--- src/rtl/lsu_pkg.sv ---
// Shared types and helpers for the byte-serial load/store unit.
package lsu_pkg;

  typedef enum logic [1:0] {
    IDLE   = 2'd0,
    ACCESS = 2'd1,
    RESP   = 2'd2
  } lsu_state_e;

  localparam logic [1:0] SIZE_B    = 2'd0;
  localparam logic [1:0] SIZE_H    = 2'd1;
  localparam logic [1:0] SIZE_W    = 2'd2;
  localparam logic [1:0] SIZE_RSVD = 2'd3;

  // Number of RAM byte accesses for a legal size.
  function automatic logic [2:0] size_bytes(input logic [1:0] size);
    case (size)
      SIZE_B:  return 3'd1;
      SIZE_H:  return 3'd2;
      default: return 3'd4;
    endcase
  endfunction

  function automatic logic is_misaligned(input logic [1:0] size, input logic [1:0] addr_lo);
    return ((size == SIZE_H) && addr_lo[0]) ||
           ((size == SIZE_W) && (addr_lo != 2'b00));
  endfunction

endpackage

--- src/rtl/lsu_load_ext.sv ---
// Sign/zero extension of an assembled little-endian load word by access size.
module lsu_load_ext
  import lsu_pkg::*;
(
  input  logic [31:0] word,
  input  logic [1:0]  size,
  input  logic        is_unsigned,
  output logic [31:0] data
);

  always_comb begin
    data = word;
    case (size)
      SIZE_B:  data = {{24{word[7] & ~is_unsigned}}, word[7:0]};
      SIZE_H:  data = {{16{word[15] & ~is_unsigned}}, word[15:0]};
      default: data = word;
    endcase
  end

endmodule

--- src/rtl/byte_lsu.sv ---
// Byte-serial load/store sequencer in front of a byte-wide RAM with combinational read.
// Define BYTE_LSU_MISALIGN_TRAP_EN to reject misaligned half/word accesses.
module byte_lsu
  import lsu_pkg::*;
#(
  parameter int ADDRESS_WIDTH = 8,
  parameter int XLEN          = 32
) (
  input  logic                     clk,
  input  logic                     rst_n,
  input  logic                     req_valid,
  output logic                     req_ready,
  input  logic                     req_we,
  input  logic [1:0]               req_size,
  input  logic                     req_unsigned,
  input  logic [ADDRESS_WIDTH-1:0] req_addr,
  input  logic [XLEN-1:0]          req_wdata,
  output logic                     rsp_valid,
  output logic                     rsp_err,
  output logic [XLEN-1:0]          rsp_rdata,
  output logic                     mem_wr_en,
  output logic                     mem_rd_en,
  output logic [ADDRESS_WIDTH-1:0] mem_wr_addr,
  output logic [ADDRESS_WIDTH-1:0] mem_rd_addr,
  output logic [7:0]               mem_din,
  input  logic [7:0]               mem_dout
);

  lsu_state_e               state_reg, state_next;
  logic [ADDRESS_WIDTH-1:0] addr_reg;
  logic                     we_reg;
  logic [1:0]               size_reg;
  logic                     unsigned_reg;
  logic [XLEN-1:0]          wdata_reg;
  logic [1:0]               cnt_reg;
  logic                     err_reg;
  logic [31:0]              asm_reg;
  logic [XLEN-1:0]          rdata_reg;

  logic                     accept;
  logic                     req_err;
  logic                     last_byte;
  logic [ADDRESS_WIDTH-1:0] byte_addr;
  logic [31:0]              asm_next;
  logic [31:0]              ext_data;

`ifdef BYTE_LSU_MISALIGN_TRAP_EN
  assign req_err = (req_size == SIZE_RSVD) || is_misaligned(req_size, req_addr[1:0]);
`else
  assign req_err = (req_size == SIZE_RSVD);
`endif

  assign accept    = (state_reg == IDLE) && req_valid;
  assign last_byte = ({1'b0, cnt_reg} == (size_bytes(size_reg) - 3'd1));
  assign byte_addr = addr_reg + ADDRESS_WIDTH'(cnt_reg);

  // Merge the byte arriving this cycle so the final byte is visible to the extender.
  always_comb begin
    asm_next = asm_reg;
    asm_next[{cnt_reg, 3'b000} +: 8] = mem_dout;
  end

  lsu_load_ext u_load_ext (
    .word        (asm_next),
    .size        (size_reg),
    .is_unsigned (unsigned_reg),
    .data        (ext_data)
  );

  always_ff @(posedge clk or negedge rst_n) begin
    if (!rst_n) begin
      state_reg <= IDLE;
    end else begin
      state_reg <= state_next;
    end
  end

  always_comb begin
    state_next = state_reg;
    case (state_reg)
      IDLE:    if (req_valid) state_next = req_err ? RESP : ACCESS;
      ACCESS:  if (last_byte) state_next = RESP;
      RESP:    state_next = IDLE;
      default: state_next = IDLE;
    endcase
  end

  always_ff @(posedge clk or negedge rst_n) begin
    if (!rst_n) begin
      addr_reg     <= '0;
      we_reg       <= 1'b0;
      size_reg     <= SIZE_B;
      unsigned_reg <= 1'b0;
      wdata_reg    <= '0;
      cnt_reg      <= 2'd0;
      err_reg      <= 1'b0;
      asm_reg      <= '0;
      rdata_reg    <= '0;
    end else if (accept) begin
      addr_reg     <= req_addr;
      we_reg       <= req_we;
      size_reg     <= req_size;
      unsigned_reg <= req_unsigned;
      wdata_reg    <= req_wdata;
      cnt_reg      <= 2'd0;
      err_reg      <= req_err;
      asm_reg      <= '0;
    end else if (state_reg == ACCESS) begin
      cnt_reg <= cnt_reg + 2'd1;
      if (!we_reg) begin
        asm_reg <= asm_next;
      end
      if (last_byte) begin
        rdata_reg <= we_reg ? '0 : ext_data;
      end
    end
  end

  always_comb begin
    req_ready   = (state_reg == IDLE);
    rsp_valid   = (state_reg == RESP);
    rsp_err     = (state_reg == RESP) && err_reg;
    rsp_rdata   = rdata_reg;
    mem_wr_en   = 1'b0;
    mem_rd_en   = 1'b0;
    mem_wr_addr = '0;
    mem_rd_addr = '0;
    mem_din     = 8'h00;
    if (state_reg == ACCESS) begin
      if (we_reg) begin
        mem_wr_en   = 1'b1;
        mem_wr_addr = byte_addr;
        mem_din     = wdata_reg[{cnt_reg, 3'b000} +: 8];
      end else begin
        mem_rd_en   = 1'b1;
        mem_rd_addr = byte_addr;
      end
    end
  end

endmodule

--- config.mk ---
export PLATFORM = sky130hd
export DESIGN_NAME = byte_lsu
export DESIGN_NICKNAME = d
export VERILOG_FILES = /design/src/rtl/lsu_pkg.sv /design/src/rtl/lsu_load_ext.sv /design/src/rtl/byte_lsu.sv
export SDC_FILE = /design/constraint.sdc
export NUM_CORES = 1
export LEC_CHECK = 0
export CORE_ASPECT_RATIO = 1.5
export CORE_UTILIZATION = 37
export DETAILED_ROUTE_END_ITERATION = 12
export MAX_ROUTING_LAYER = met4
export RECOVER_POWER = 50
export SYNTH_ARGS = -nofsm -noshare
export SYNTH_HDL_FRONTEND = slang
export SYNTH_SLANG_ARGS = --single-unit
--- constraint.sdc ---
create_clock -name clk -period 7.7 [get_ports clk]
set_input_delay 1.155 -clock clk [delete_from_list [all_inputs] [get_ports clk]]
set_output_delay 1.155 -clock clk [all_outputs]
set_load 0.01 [all_outputs]
# After elaboration in Yosys (flattened, before gate mapping)
# Cells that the tools add are included.
[totals] register_bits=113 output_inout_bits=61
[op_classes] add_sub_neg=4 eq_ne=8 n_shift=3 n_mux=23 n_bitwise=4 reduce_logical=8
[op_table] operator="2-to-1 mux 32 bit" n=4
[op_table] operator="one-hot mux 32 bit (2 select lines)" n=1
[op_table] operator="2-to-1 mux 8 bit" n=6
[op_table] operator="bitwise mux 32 bit" n=1
[op_table] operator="variable shift 8 x 7 -> 32 bit, first input constant" n=1
[op_table] operator="variable part select 32 x 6 -> 8 bit" n=1
[op_table] operator="variable part select 8 x 7 -> 32 bit" n=1
[op_table] operator="2-to-1 mux 2 bit" n=5
[op_table] operator="adder 8 x 2 -> 8 bit" n=1
[op_table] operator="negator 5 -> 7 bit" n=1
[op_table] operator="one-hot mux 3 bit (2 select lines)" n=1
[op_table] operator="== test 2 x 1 -> 1 bit, second input constant" n=2
[op_table] operator="== test 2 bit, second input constant" n=2
[op_table] operator="logical NOT 2 bit" n=2
[op_table] operator="2-to-1 mux 1 bit" n=4
[op_table] operator="inequality test 2 bit, second input constant" n=2
[op_table] operator="one-hot mux 2 bit (2 select lines)" n=1
[op_table] operator="AND reduction 2 bit" n=2
[op_table] operator="== test 2 x 3 -> 1 bit" n=1
[op_table] operator="AND reduction 3 bit" n=1
[op_table] operator="subtractor 3 x 1 -> 3 bit, second input constant" n=1
[op_table] operator="adder 2 x 1 -> 2 bit, second input constant" n=1
[op_table] operator="bitwise AND 1 bit" n=2
[op_table] operator="logical AND 1 bit" n=2
[op_table] operator="3 further kinds" n=4

# Logic depth before layout (Yosys ltp)
# Gate-level depths: netlist of run 1.
[depth] word_depth=6 mapped_depth=9

# By module
# From an unflattened synthesis of run 1, not the netlist that was laid out.
[unflattened] cells_unflattened=520 area_unflattened_um2=5916.9
[modules_own_cells] mod="byte_lsu" instances=1 cells_each=453 area_per_inst_um2=5561.6 seq_area_each_um2=2827.7
[modules_own_cells] mod="lsu_load_ext" instances=1 cells_each=67 area_per_inst_um2=355.3 seq_area_each_um2=0.0

# Least setup slack after synthesis of run 1
# No wires, ideal clock.
[synth_timing] path_kind="reg2out" from="register cnt_reg[0]" to="output port mem_rd_addr[6]" t_arrival_ps=1508 setup_slack_ps=5037 path_stages_with_launch=7 path_buffers=0 path_cell_list="dfrtp_1 -> ha_1 -> fa_1 -> and3_1 -> nand3_1 -> xor2_1 -> nor2_1"
[synth_via] elab_chain_cells=3
[synth_lines] item="start, declared" line="byte_lsu.sv:35" text="logic [1:0] cnt_reg;"
[synth_lines] item="start signal, assigned" line="byte_lsu.sv:109" text="cnt_reg <= cnt_reg + 2'd1;"
[synth_lines] item="adder 8 x 2 -> 8 bit" line="byte_lsu.sv:55" text="assign byte_addr = addr_reg + ADDRESS_WIDTH'(cnt_reg);"
[synth_lines] item="2-to-1 mux 8 bit" line="byte_lsu.sv:130" text="if (we_reg) begin"
[synth_lines] item="2-to-1 mux 8 bit" line="byte_lsu.sv:129" text="if (state_reg == ACCESS) begin"
[synth_lines] item="end, declared" line="byte_lsu.sv:24" text="output logic [ADDRESS_WIDTH-1:0] mem_rd_addr,"
# No other way between the ends.

# Worst setup path after layout of run 1
# Ends and elaborated chain as after synthesis.

==> results.sh, run 1 <==
export IMPL_placed_area_sq_um=6591
export IMPL_place_inst=804
export IMPL_gp_congestion=0.8407
export IMPL_cts_tree="yes"
export IMPL_whs_ps=468.7
export IMPL_cp_end_kind="output pin"
export IMPL_coreArea_sq_um=13990
export IMPL_instances_no_fill=836
export IMPL_dpl_hpwl_um=9941
export IMPL_worst_setup_path_start_kind="register"
export IMPL_syn2layout_area_growth_pct=36.45
export IMPL_share_comb_of_total_power_pct=36.6
export IMPL_cts_htree_levels=4
export IMPL_drt_pass1_iter_count=4
export IMPL_crit_type="register to output pin"
export IMPL_nFillCells=1281
export IMPL_track_usage_pct=21.44
export IMPL_fin_util_pct=51.76
export IMPL_antenna_found_initial=0
export IMPL_antennaDiodeCount=0
export IMPL_pwr_share_seq_pct=33.4
export IMPL_synthArstFlopShare_pct=100.0
export IMPL_cap_violations=2
export IMPL_power_leakage_nw=3.440
export IMPL_remaining_drc_errors=0
export IMPL_ant_nets=0
export IMPL_grt_pass1_wl_um=23560
export IMPL_ys_seq_area_share_pct=53.28
export IMPL_switchingPower_mw=1.018
export IMPL_initial_core_util_pct=37.93
export IMPL_fmaxAchievable_mhz=240.2
export IMPL_die_h_um=148.7
export IMPL_synthTopCellsByArea="dfrtp_1, nand2_1, a22o_1, mux4_2, a22oi_1"
export IMPL_routed_wl_um=13980
export IMPL_clkLatencyLatePin_ps=410
export IMPL_final_hold_viol_count=0
export IMPL_overflow=0
export IMPL_rows=53
export IMPL_synth_edf_count=0
export IMPL_synth_top_area_share_pct=53.28
export IMPL_swShare_pct=34.40
export IMPL_synth_seq_cells=113
export IMPL_timing_final_crit_period_ps=4164
export IMPL_fp_dieW_um=99.79
export IMPL_hp_class="register to register"
export IMPL_arrival_ps=3010
export IMPL_first_global_vias=4646
export IMPL_setup_viol=0
export IMPL_clk_pin_slew_ps=50
export IMPL_p_int_mw=1.942
export IMPL_required_ps=6550
export IMPL_clock_skew_ps=9.573
export IMPL_yosys_area_top_type="dfrtp_1"
export IMPL_clk_root_buffer_cell="clkbuf_16"
export IMPL_avgSynthCellArea_sq_um=10.17
export IMPL_wire_per_inst_um=16.72
export IMPL_drt_initial_drc_count=190
export IMPL_cts_setup_buffers=0
export IMPL_grt_max_degree=67
export IMPL_relSlewSlack_pct=-133.1
export IMPL_path_max_fanout=21
export IMPL_layout_drive_gt1_share_pct=8.075
export IMPL_io_pins=116
export IMPL_synth_common_cells="nand2_1, dfrtp_1, a22o_1"
export IMPL_outcome="finished, violations left"
export IMPL_ys_warn_count=0
export IMPL_rsz0062_at_grt="false"
export IMPL_ys_flop_type="dfrtp_1"
export IMPL_tightest_slew_ps=3496
export IMPL_syn_area_sq_um=5308
export IMPL_die_area_sq_um=14840
export IMPL_num_vias=4279
export IMPL_nets=694
export IMPL_synth_most_common_cell="nand2_1"
export IMPL_setup_tns_ps=0
export IMPL_synth_distinct_cells=46
export IMPL_vdd_drop_max_v=0.0001993
export IMPL_cts_made_buffers=17
export IMPL_power_per_cell_area_nw_per_um2=408.8
export IMPL_cts_buffer_depth=2
export IMPL_finish_instance_area_sq_um=7242
export IMPL_hold_buffers=0
export IMPL_via_per_inst=5.118
export IMPL_period_share_pct=54.07
export IMPL_synthCells=522
export IMPL_syn_num_nets=585
export IMPL_cts_resized_gates=0
export IMPL_violations="capacitance limit, slew limit"
export IMPL_p_clk_share_pct=30.0
export IMPL_slew_violations=114
export IMPL_cts_sinks=113
export IMPL_numPortBuffers=115
## worst max-delay path: stages, from the launching register on
cell	delay [ps]
dfrtp_1	930
ha_1	330
fa_1	210
and3_1	200
nand3_1	100
xor2_1	160
nor2_1	110
clkdlybuf4s50_1	550
## placed cells by master, fill, tap and decap left out, drive strengths merged, types with 3 or more instances in the layout
| cell type | synthesis | final |
|---|---|---|
| clkdlybuf4s50 | 0 | 113 |
| nor3 | 4 | 4 |
| nand3 | 4 | 4 |
| nor2 | 23 | 23 |
| and2 | 4 | 4 |
| nor2b | 11 | 11 |
| nor4bb | 3 | 3 |
| inv | 8 | 8 |
| nand2 | 165 | 165 |
| a21o | 6 | 6 |
| ha | 7 | 7 |
| clkbuf | 13 | 24 |
| a22oi | 22 | 22 |
| a22o | 53 | 53 |
| xnor2 | 5 | 5 |
| and3 | 12 | 12 |
| o21ai | 9 | 9 |
| buf | 19 | 6 |
| a21oi | 12 | 12 |
| bufinv | 0 | 6 |
| dfrtp | 113 | 113 |
| mux4 | 8 | 8 |
## final timing paths
check                           cells after the start        endpoint     startpoint  slack, ps
worst max-delay path                                7  mem_rd_addr[6]     cnt_reg[0]       3540
worst min-delay path                                2   wdata_reg[26]  wdata_reg[26]        470
worst max register to register                      6    rsp_rdata[1]     cnt_reg[0]       4610
worst min register to register                      2   wdata_reg[26]  wdata_reg[26]        470
max in group asynchronous                           2     addr_reg[5]          rst_n       3710
min in group asynchronous                           1    wdata_reg[8]          rst_n       1940
## routing by layer
metal / GRT usage (%) / wire [um]
met1: 25.12 / 5761
met2: 35.90 / 7351
met3: 4.511 / 579
met4: 8.309 / 288
met5: - / 0
## cell type report
type | instances | area, sq um | share of cell area (%)
Clock inverter | 10 | 205.2 | 2.833
Inverter | 8 | 30.03 | 0.4147
Multi-Input combinational cell | 369 | 2281 | 31.50
Clock buffer | 22 | 464.2 | 6.410
Tap cell | 192 | 240.2 | 3.317
Timing Repair Buffer | 122 | 1194 | 16.48
Sequential cell | 113 | 2828 | 39.05
## power groups by stage
stage | Clock, mW | Sequential [mW] | Combinational, mW
finish | 0.888 | 0.990 | 1.08
global placement | 0 | 0.992 | 1.07
CTS | 0.899 | 0.995 | 1.10
global route | 0.933 | 1.03 | 1.21
floorplan | 0 | 0.955 | 0.694
detailed placement | 0 | 1.00 | 1.10
## kinds of logic (layout without fill, tap and decap cells)
kind of cell	Yosys count	count (layout)	synth area share (%)
compound gates	110	110	16.48
buf+inv	40	162	3.795
fa+ha+maj	8	8	2.027
mux	9	9	3.607
flops	113	113	53.28
xor+xnor	6	6	0.9901
simple gates	236	236	19.83
## per-stage QoR
step	worst slack [ps]	power (mW)
floorplan	5037	1.649
global placement	3949	2.066
detailed placement	3902	2.100
CTS	3464	2.999
global route	2923	3.169
finish	3536	2.960
Power figures use the tool's default switching activity.
==> run 2: changes to the inputs <==
==> constraint.sdc (replaced) <==
create_clock -name clk -period 3.5 [get_ports clk]
set_input_delay 0.525 -clock clk [delete_from_list [all_inputs] [get_ports clk]]
set_output_delay 0.525 -clock clk [all_outputs]
set_load 0.01 [all_outputs]
==> run 2 against run 1 <==
  * The flow still finishes with violations (capacitance limit, slew limit)
  * Wire length grew 1.3%
  * Total power grew 120%
  * Clock power grew 96%
  * Via count grew 2.3%
  * Worst setup slack lost 3100 ps
  * Sequential share of layout area grew 0.061 points
  * Hold slack lost 3.6 ps
  * Design area shrank 0.16%
  * Largest cell class unchanged
  * Largest power group unchanged
==> results.sh, run 2 (same netlist as run 1, synthesis figures left out) <==
export IMPL_outcome="finished, violations left"
export IMPL_violations="capacitance limit, slew limit"
export IMPL_place_inst=812
export IMPL_crit_cells=5
export IMPL_vdd_drop_max_v=0.0003542
export IMPL_rsz0062_at_grt="false"
export IMPL_numPortBuffers=115
export IMPL_die_area_sq_um=14840
export IMPL_whs_ps=465.0
export IMPL_crit_type="register to output pin"
export IMPL_hp_class="register to register"
export IMPL_slowest_stage="clkdlybuf4s50_1"
export IMPL_cts_sinks=113
export IMPL_wire_per_inst_um=16.79
export IMPL_num_vias=4377
export IMPL_clk_root_buffer_cell="clkbuf_16"
export IMPL_antennaDiodeCount=0
export IMPL_grt_pass1_wl_um=23100
export IMPL_required_ps=2970
export IMPL_hold_buffers=0
export IMPL_remaining_drc_errors=0
export IMPL_period_share_pct=88.54
export IMPL_first_global_vias=4440
export IMPL_worst_setup_path_start_kind="register"
export IMPL_ant_nets=0
export IMPL_grt_max_degree=47
export IMPL_die_h_um=148.7
export IMPL_finish_instance_area_sq_um=7231
export IMPL_layout_common_cells="nand2_1, clkdlybuf4s50_1, dfrtp_1"
export IMPL_cts_htree_levels=4
export IMPL_r2r_start="we_reg"
export IMPL_drt_pass1_iter_count=4
export IMPL_coreArea_sq_um=13990
export IMPL_tightest_slew_ps=2459
export IMPL_cp_end_kind="output pin"
export IMPL_antenna_found_initial=0
export IMPL_path_cells="or3b_1, buf_4, inv_2, and2_1, clkdlybuf4s50_1"
export IMPL_critPathCapture="mem_rd_addr[0]"
export IMPL_cts_setup_buffers=0
export IMPL_critical_path_buf_inv_count=3
export IMPL_clock_skew_ps=8.499
export IMPL_relSlewSlack_pct=-63.96
export IMPL_worst_r2r_cell_count=7
export IMPL_setup_tns_ps=0
export IMPL_placed_area_sq_um=6651
export IMPL_final_common_cell="nand2_1"
export IMPL_path_max_fanout=19
export IMPL_cts_resized_gates=0
export IMPL_overflow=0
export IMPL_power_leakage_nw=3.447
export IMPL_cp_startpoint="we_reg"
export IMPL_via_per_inst=5.186
export IMPL_initial_core_util_pct=37.93
export IMPL_timing_final_crit_period_ps=3099
export IMPL_finalPower_mw=6.370
export IMPL_syn2layout_area_growth_pct=36.23
export IMPL_arrival_ps=2570
export IMPL_cap_violations=2
export IMPL_reg2reg_setup_slack_ps=840
export IMPL_setup_viol=0
export IMPL_power_per_cell_area_nw_per_um2=881.0
export IMPL_cts_tree="yes"
export IMPL_track_usage_pct=21.10
export IMPL_rows=53
export IMPL_fp_dieW_um=99.79
export IMPL_fin_ws_ps=401.1
export IMPL_final_hold_viol_count=0
export IMPL_cts_buffer_depth=2
export IMPL_fmaxAchievable_mhz=322.7
export IMPL_reg2reg_to="asm_reg[7]"
export IMPL_nets=702
export IMPL_io_pins=116
export IMPL_nFillCells=1283
export IMPL_dpl_hpwl_um=10180
export IMPL_clk_pin_slew_ps=50
export IMPL_slew_violations=91
export IMPL_cp_slowest_stage_delay_ps=550
export IMPL_cts_made_buffers=17
export IMPL_routed_wl_um=14170
export IMPL_post_place_ws_ps=799.5
export IMPL_fin_util_pct=51.68
export IMPL_drt_initial_drc_count=179
export IMPL_instances_no_fill=844
export IMPL_crit_family="buffers and inverters"
export IMPL_layout_drive_gt1_share_pct=9.356
export IMPL_clkLatencyLatePin_ps=410
export IMPL_gp_congestion=0.8415
-- run 2: per-layer routing --
metal,track usage [%],share of wire (%),vias to the layer above
met5,-,0,-
met4,6.250,0.99,0
met3,4.840,5.5,11
met2,36.93,54,146
met1,23.84,40,2175
li1,-,-,2045
-- run 2: worst min-delay path by stage --
| stage | from | slack (ps) | cells after the start | endpoint |
|---|---|---|---|---|
| 2_1_floorplan | rst_n | 230 | 0 | addr_reg[0] |
| 3_3_place_gp | wdata_reg[23] | 450 | 2 | wdata_reg[23] |
| 3_5_place_dp | asm_reg[2] | 460 | 1 | asm_reg[2] |
| 4_1_cts | rst_n | 130 | 1 | asm_reg[12] |
| 5_1_grt | asm_reg[2] | 490 | 1 | asm_reg[2] |
| 6_report | asm_reg[2] | 470 | 1 | asm_reg[2] |
-- run 2: power breakdown --
| part | internal, mW | switching [mW] |
|---|---|---|
| clock network | 1.15 | 0.592 |
| registers | 1.78 | 0.343 |
| logic | 1.16 | 1.34 |
-- run 2: cell type report --
type                    count  area [sq um]  share of cell area (%)
inverters                   8         30.03                  0.4153
multi-input cells         369          2292                   31.70
clock buffers              22         464.2                   6.420
well taps                 192         240.2                   3.322
repair buffers            130          1242                   17.18
clock inverters            10         133.9                   1.852
flip-flops and latches    113          2828                   39.11
==> RTL edit: new RTL, settings of run 2 <==
Set the parameter `ADDRESS_WIDTH` to 9 (it was 8).
--- a/src/rtl/byte_lsu.sv
+++ b/src/rtl/byte_lsu.sv
@@ -3,7 +3,7 @@
 module byte_lsu
   import lsu_pkg::*;
 #(
-  parameter int ADDRESS_WIDTH = 8,
+  parameter int ADDRESS_WIDTH = 9,
   parameter int XLEN          = 32
 ) (
   input  logic                     clk,
Ports: changed (resized mem_rd_addr, mem_wr_addr and req_addr); port bits go from 116 to 119. No check against the original RTL was run, so the function may have changed too.
==> RTL edit against run 2 <==
Via count is 4.2% higher; setup slack better by 0.084 ns; largest cell class unchanged; count of clock-buffer cells in the layout stayed put; register-to-register slack worse by 0.22 ns; power is 5.3% higher; sequential cell count is 1 higher; critical path depth is 1 higher; sequential share of layout area is 0.56 points lower; highest routed layer unchanged; final area is 2.4% higher; wire length is 4.1% higher; area after synthesis is 2.2% higher.
==> RTL edit: results (changes against run 2) <==
| Metric | Value |
|---|---|
| Post-cts gate resize count | `0 (unchanged)` |
| Worst VDD drop | `514 µV (was 354 µV)` |
| Synth top cells by count | `nand2_1, dfrtp_1, a21oi_1 (was nand2_1, dfrtp_1, a22o_1)` |
| Reg2reg path depth | `7 (unchanged)` |
| Worst path arrival time | `2.49 ns (was 2.57 ns)` |
| Net Count, Synth | `628 (was 585)` |
| Worst-skew pair later-pin latency | `0.42 ns` |
| Vias per inst | `5.16 (was 5.19)` |
| Initial DRC Count | `177 (was 179)` |
| Initial antenna violation count | `0 (unchanged)` |
| Largest net degree at the start of global routing | `59 (was 47)` |
| First-pass GRT wire length | `23,800 µm (was 23,100 µm)` |
| PortBufs | `118 (was 115)` |
| Layout cells sized above 1 | `9.54% (was 9.36%)` |
| CTS Buf Count | `17 (unchanged)` |
| Worst hold path type | `input port to async pin (was register to register)` |
| Number of synthesis warnings | `0 (unchanged)` |
| Cells after Synth | `564 (was 522)` |
| 1st-pass router iterations | `4 (unchanged)` |
| Final wirelength | `14,700 µm (was 14,200 µm)` |
| H-tree Lvls | `4 (unchanged)` |
| GRT Util Overall | `21.5% (was 21.1%)` |
| CTS max path bufs | `2 (unchanged)` |
| Yosys cell types | `48 (was 46)` |
| RR Endpoint | `rsp_rdata[22] (was asm_reg[7])` |
| Reg clk slew, reported paths | `0.05 ns (about the same)` |
| Clk_skew | `0.0141 ns (was 0.00850 ns)` |
| Delay-heaviest family, CP | `buffers and inverters (unchanged)` |
| HPWL after DPL | `10,300 µm (was 10,200 µm)` |
| Number of global-route vias before repair | `4,655 (was 4,440)` |
| # DRC | `0 (unchanged)` |
| Top_reg_cell synth | `dfrtp_1 (unchanged)` |
| Worst rel slew slack | `3.25% (was -64.0%)` |
| Max incr delay on CP | `0.56 ns` |
| # diodes | `0 (unchanged)` |
| Placed Cells | `852 (was 812)` |
| Routed WL per cell | `16.7 µm (was 16.8 µm)` |
| Critical path origin | `cnt_reg[1] (was we_reg)` |
| Worst R2R Start | `cnt_reg[0] (was we_reg)` |
| Flop2flop setup slack | `0.62 ns (was 0.84 ns)` |
| CTS Root Buffer Type | `clkbuf_16 (unchanged)` |
| Worst setup path end | `mem_rd_addr[8] (was mem_rd_addr[0])` |
| Final nets | `743 (was 702)` |
| Register area share after synthesis | `52.6% (was 53.3%)` |
| Crit path max-delay cell type | `clkdlybuf4s50_1 (unchanged)` |
| Top cells by area, synth | `dfrtp_1, nand2_1, a21oi_1 (was dfrtp_1, nand2_1, a22o_1)` |
| CP Max Fanout | `5 (was 19)` |
| Leak Pwr | `3.33 nW (was 3.45 nW)` |
| Status | `finished clean (was finished with violations)` |
| Global placer's final weighted congestion | `0.826 (was 0.842)` |
| Setup bufs post-CTS | `0 (unchanged)` |
| Fraction of registers with async set/reset | `100% (unchanged)` |
-- RTL edit: where the power goes --
part           switching, mW  internal (mW)
Combinational           1.43           1.30
Sequential             0.402           1.82
Clock                  0.590           1.17
Total                   2.42           4.29
-- RTL edit: cell families (layout without fill, tap and decap cells) --
family / after synthesis / in the layout / synth area share [%]
flops: 114 / 114 / 52.6
xor+xnor: 7 / 7 / 1.13
simple gates: 250 / 250 / 21.2
buf+inv: 42 / 170 / 3.55
mux: 17 / 17 / 5.19
fa+ha+maj: 8 / 8 / 1.98
compound gates: 126 / 126 / 14.3
-- RTL edit: cell type report --
class / instances / area [µm²]
Clock buffer: 22 / 474
Clock inverter: 10 / 131
Tap cell: 192 / 240
Inverter: 7 / 38.8
Sequential cell: 114 / 2850
Fill cell: 1360 / 6790
Multi-Input combinational cell: 408 / 2390
Timing Repair Buffer: 131 / 1280
-- RTL edit: worst min-delay path by stage --
stage | endpoint | cells past startpoint
6_report | rsp_rdata[2] | 1
5_1_grt | asm_reg[3] | 1
4_1_cts | rsp_rdata[4] | 1
3_5_place_dp | asm_reg[1] | 1
3_3_place_gp | asm_reg[6] | 1
2_1_floorplan | addr_reg[0] | 0
-- RTL edit: routing by layer --
metal  global-route usage [%]  routed length, µm
met1                     24.6               5930
met2                     36.3               7740
met3                     4.41                705
met4                     9.06                369
met5                        -                  0
-- RTL edit: per-stage QoR --
step	utilization, %	area (µm²)	hold slack, ns	setup WS [ns]
floorplan	-	5420	0.229	0.984
global placement	48.1	6830	0.453	0.702
detailed placement	48.1	6830	0.458	0.613
CTS	52.4	7430	0.204	0.461
global route	52.2	7400	0.494	0.323
finish	52.2	7400	0.456	0.485
